<file path="config.mk">
export PLATFORM = sky130hd
export DESIGN_NAME = cosx_controller
export DESIGN_NICKNAME = d
export VERILOG_FILES = /design/src/rtl/cosx_pkg.sv /design/src/rtl/cosx_controller.sv
export SDC_FILE = /design/constraint.sdc
export NUM_CORES = 1
export LEC_CHECK = 0
export ABC_AREA = 1
export CAP_MARGIN = 20
export CORE_UTILIZATION = 35
export DETAILED_ROUTE_END_ITERATION = 8
export SETUP_SLACK_MARGIN = 0.02
export SYNTH_ARGS = -nofsm -noshare
export SYNTH_HDL_FRONTEND = slang
export SYNTH_SLANG_ARGS = --single-unit
</file>
<file path="constraint.sdc">
create_clock -name clk -period 2 [get_ports clk]
set_input_delay 0.2 -clock clk [delete_from_list [all_inputs] [get_ports clk]]
set_output_delay 0.2 -clock clk [all_outputs]
set_load 0.05 [all_outputs]
</file>
<file path="src/rtl/cosx_pkg.sv">
// Shared encodings for the cosx Taylor-series controller and its datapath:
// FSM states, multiplier-select / accumulator-op constants and the output decode.
package cosx_pkg;

    localparam logic [2:0] S_IDLE  = 3'd0;
    localparam logic [2:0] S_INIT  = 3'd1;
    localparam logic [2:0] S_MUL_X = 3'd2;
    localparam logic [2:0] S_MUL_C = 3'd3;
    localparam logic [2:0] S_ACC   = 3'd4;
    localparam logic [2:0] S_DONE  = 3'd5;

    localparam logic SEL_X    = 1'b0;
    localparam logic SEL_COEF = 1'b1;
    localparam logic OP_SUB   = 1'b0;
    localparam logic OP_ADD   = 1'b1;

    typedef struct packed {
        logic ready;
        logic done;
        logic timeout;
        logic init;
        logic cnt_en;
        logic ldt;
        logic select;
        logic ldr;
        logic add_sub;
    } ctrl_t;

    // Moore decode; any encoding outside the six states looks like IDLE.
    function automatic ctrl_t decode_ctrl(input logic [2:0] state,
                                          input logic       phase,
                                          input logic       to_flag);
        ctrl_t c;
        c = '0;
        case (state)
            S_INIT:  c.init = 1'b1;
            S_MUL_X: begin c.ldt = 1'b1; c.select = SEL_X;    end
            S_MUL_C: begin c.ldt = 1'b1; c.select = SEL_COEF; end
            S_ACC: begin
                c.ldr     = 1'b1;
                c.cnt_en  = 1'b1;
                c.add_sub = phase ? OP_ADD : OP_SUB;
            end
            S_DONE: begin c.done = 1'b1; c.timeout = to_flag; end
            default: c.ready = 1'b1;
        endcase
        return c;
    endfunction

endpackage

</file>
<file path="src/rtl/cosx_controller.sv">
// Control FSM for the cosx datapath: sequences MUL_X -> MUL_C -> ACC per term,
// alternating the accumulator sign, with a term-count guard forcing termination.
module cosx_controller
    import cosx_pkg::*;
#(
    parameter int MAX_TERMS = 8
) (
    input  logic clk,
    input  logic rst,
    input  logic start,
    input  logic Co,
    input  logic Compare,
    output logic ready,
    output logic done,
    output logic timeout,
    output logic init,
    output logic cnt_en,
    output logic ldt,
    output logic select,
    output logic ldr,
    output logic add_sub
);

    localparam logic [3:0] MAX_T = 4'(MAX_TERMS);

    logic [2:0] state_q, state_d;
    logic       phase_q, phase_d;
    logic [3:0] guard_q, guard_d;
    logic       timeout_q, timeout_d;
    logic [3:0] guard_inc;
    ctrl_t      ctrl;

    // Handshake: start is sampled only while ready=1 (IDLE); a start seen in any
    // other state is dropped, and done is a single-cycle pulse with no back-pressure.
    always_comb begin
        state_d   = state_q;
        phase_d   = phase_q;
        guard_d   = guard_q;
        timeout_d = timeout_q;
        guard_inc = guard_q + 4'd1;
        case (state_q)
            S_IDLE:  if (start) state_d = S_INIT;
            S_INIT: begin
                phase_d   = 1'b0;
                guard_d   = 4'd0;
                timeout_d = 1'b0;
                state_d   = S_MUL_X;
            end
            S_MUL_X: state_d = S_MUL_C;
            S_MUL_C: state_d = S_ACC;
            S_ACC: begin
                phase_d = ~phase_q;
                guard_d = guard_inc;
                if (Co || Compare || (guard_inc == MAX_T)) begin
                    state_d   = S_DONE;
                    timeout_d = !Co && !Compare;
                end else begin
                    state_d = S_MUL_X;
                end
            end
            S_DONE:  state_d = S_IDLE;
            default: state_d = S_IDLE;
        endcase
    end

    always_ff @(posedge clk) begin
        if (rst) begin
            state_q   <= S_IDLE;
            phase_q   <= 1'b0;
            guard_q   <= 4'd0;
            timeout_q <= 1'b0;
        end else begin
            state_q   <= state_d;
            phase_q   <= phase_d;
            guard_q   <= guard_d;
            timeout_q <= timeout_d;
        end
    end

    assign ctrl    = decode_ctrl(state_q, phase_q, timeout_q);
    assign ready   = ctrl.ready;
    assign done    = ctrl.done;
    assign timeout = ctrl.timeout;
    assign init    = ctrl.init;
    assign cnt_en  = ctrl.cnt_en;
    assign ldt     = ctrl.ldt;
    assign select  = ctrl.select;
    assign ldr     = ctrl.ldr;
    assign add_sub = ctrl.add_sub;

endmodule
</file>
==> metrics <==
drt wl/cell=9.88 µm; Ys Warns=0; post-DP HPWL=762 µm; Mapped Cells=73; largest net degree at the start of global routing=12; IO Port Bufs=13; clk_skew=0.00111 ns; post-route ant nets=0; Comb pwr share=32.7%; Clock Tree Root=clkbuf_4; Setup TNS=0 ns; Yosys top cell by area=dfxtp_1; Mapped Area=roughly 490 µm²; core area=~0.0013 mm²; critical path's most frequent cell=inv_2; Synth area leaders=dfxtp_1, nand2_1, a21oi_1; Ports=14; vias in the first global route=396; Post-CTS Repair Setup Buffers=0; Post-synth ARST share=0%; crit start category=register; synthesized flop and latch total=9; Seq/Total Area, Yosys=36.5%; num rows=13; Post-layout nets=96; Worst slew margin=66.8%; Yosys cell types=19; Hold Path Class=reg2reg; Horiz. Die Dim=slightly below 40 µm; worst-path cell chain=inv_2 -> nand2_4 -> nor2_4 -> inv_2 -> nor2_1 -> buf_4; max incr delay on CP=~0.33 ns; # DRC=0; RSZ-0062 raised after global routing=no; Crit path arrival time=approximately 1.4 ns; GRT Total Usage=15.3%; Die H=39.5 µm; Pleak=0.309 nW; Power Dens Cells=between 800 and 900 mW/mm²; final setup violation count=0; Critical Path Fanout Max=11; CP Capture Type=output port; Num CTS Buffers=3; Syn-to-layout area delta=30.5%; Clock Power Share=28.3%; most common cell after layout, fill and taps aside=nand2_1; top cell type's share of synthesized area=36.5%; Reg clk slew, reported paths=0.06 ns; CP max-delay cell=dfxtp_1; initial antenna violation count=0; net load switching power=0.196 mW; Flop pwr share=39.0%; Fill cells=153; DRT iter0 DRCs=8; via-per-instance ratio=4.79; switching part of the total=between 30% and 40%; Fmax=roughly 650 MHz; FF+latch area=between 150 and 200 µm²; Post-synth EDFFs=0; Final Hold Vio Count=0; CTS tree=built; highest-count cells in the layout ignoring fill and taps=nand2_1, inv_1, a21oi_1, dfxtp_1, buf_4; Clk Latency, worst-skew pair=~0.26 ns; worst vdd ir=0.000412 V; number of maximum-capacitance violations=0; prevailing post-synth register cell=dfxtp_1; Via Count=498; area of the multi-input gates=roughly 250 µm²; Sinks on Clock Net=9; fin crit period=1.55 ns; RePlAce Congestion=approximately 0.69; Slew Limit Fails=0; mean post-synth cell area=6.75 µm²; H-tree depth=1; outcome=finished, final reports clean; period utilization=between 70% and 80%; CP Class=reg2out; Starting Density=37.9%; Req. time, crit path=1.80 ns; ant diodes=0; syn nets=approximately 80; Worst-Margin Slew=~0.50 ns; DIE AREA=between 0.0015 and 0.002 mm²; gr ovfl total=0; Pre-Repair DR Iteration Count=5; total power=0.519 mW; first-pass GRT wire length=1550 µm; routed wire length=1030 µm; share of cells above drive strength 1=20.2%; maximum root-to-sink buffer count=2; Pint=0.323 mW
-- registers in the layout (all words and copies together), names as in the netlist --
signal and count:
timeout_q 1, phase_q 1, state_q 3, guard_q 4
-- power groups by stage --
stage	clock network, mW	logic, mW	registers [mW]
after floorplan	0	0.127	0.205
after global placement	0	0.172	0.206
after detailed placement	0	0.170	0.207
after CTS	0.149	0.171	0.203
after global routing	0.160	0.185	0.204
final	0.147	0.170	0.203
-- final timing paths --
| check | start | endpoint | slack, ns | cells after the start |
|---|---|---|---|---|
| hold reg to reg | phase_q | phase_q | 0.44 | 1 |
| setup reg to reg | state_q[1] | guard_q[2] | 0.84 | 8 |
| hold / removal | phase_q | phase_q | 0.44 | 1 |
| setup / recovery | state_q[1] | add_sub | 0.45 | 6 |
-- cell type report --
class | count | share of cell area (%)
timing repair buffer | 13 | 17.5
clock buffer | 4 | 4.09
inverter | 14 | 8.17
tap | 15 | 2.92
multi-input combinational | 49 | 39.3
sequential | 9 | 28.0
-- logic make-up (layout without fill, tap and decap cells) --
kind of cell             count (synthesis)  in the layout  synth area share [%]
AND/OR/NAND/NOR                         34             34                  33.5
buffers and inverters                   15             31                  12.2
AO/OA/AOI/OAI                           14             14                  15.2
flip-flops                               9              9                  36.5
adder cells (fa/ha/maj)                  1              1                  2.54
-- worst max-delay path, delay by kind of cell (launching register included) --
kind	cells	cell delay, ns
buf+inv	3	0.36
simple gates	3	0.39
flops	1	0.33
-- per-stage QoR --
stage	setup slack (ns)	cells	utilization [%]	area, µm²	hold WS [ns]
2_1_floorplan	0.0893	73	-	493	0.269
3_3_place_gp	0.369	100	47.2	614	0.436
3_5_place_dp	0.358	100	47.2	614	0.440
4_1_cts	0.0601	104	49.2	641	0.447
5_1_grt	0.310	104	49.4	643	0.489
6_report	0.452	104	49.4	643	0.445
-- routing by layer --
metal / up-vias / routed length (µm) / GRT usage, %
met4: 0 / 25 / 10.3
met1: 215 / 483 / 18.1
met5: - / 0 / 0
met2: 16 / 468 / 24.2
li1: 262 / - / -
met3: 5 / 50 / 3.41
-- what timing repair did --
item	4_1_cts	5_1_grt
hold buffers	0	0
resized for setup	0	1
setup endpoints to repair	0	1
-- cells in the mapped netlist, types with 3 or more instances --
cell type	n
nand2_1	17
dfxtp_1	9
nor2_1	5
a21oi_1	9
inv_1	11
o21ai_0	3
nand3_1	5
inv_2	3
Note: power is estimated with default switching activity, not from simulation.
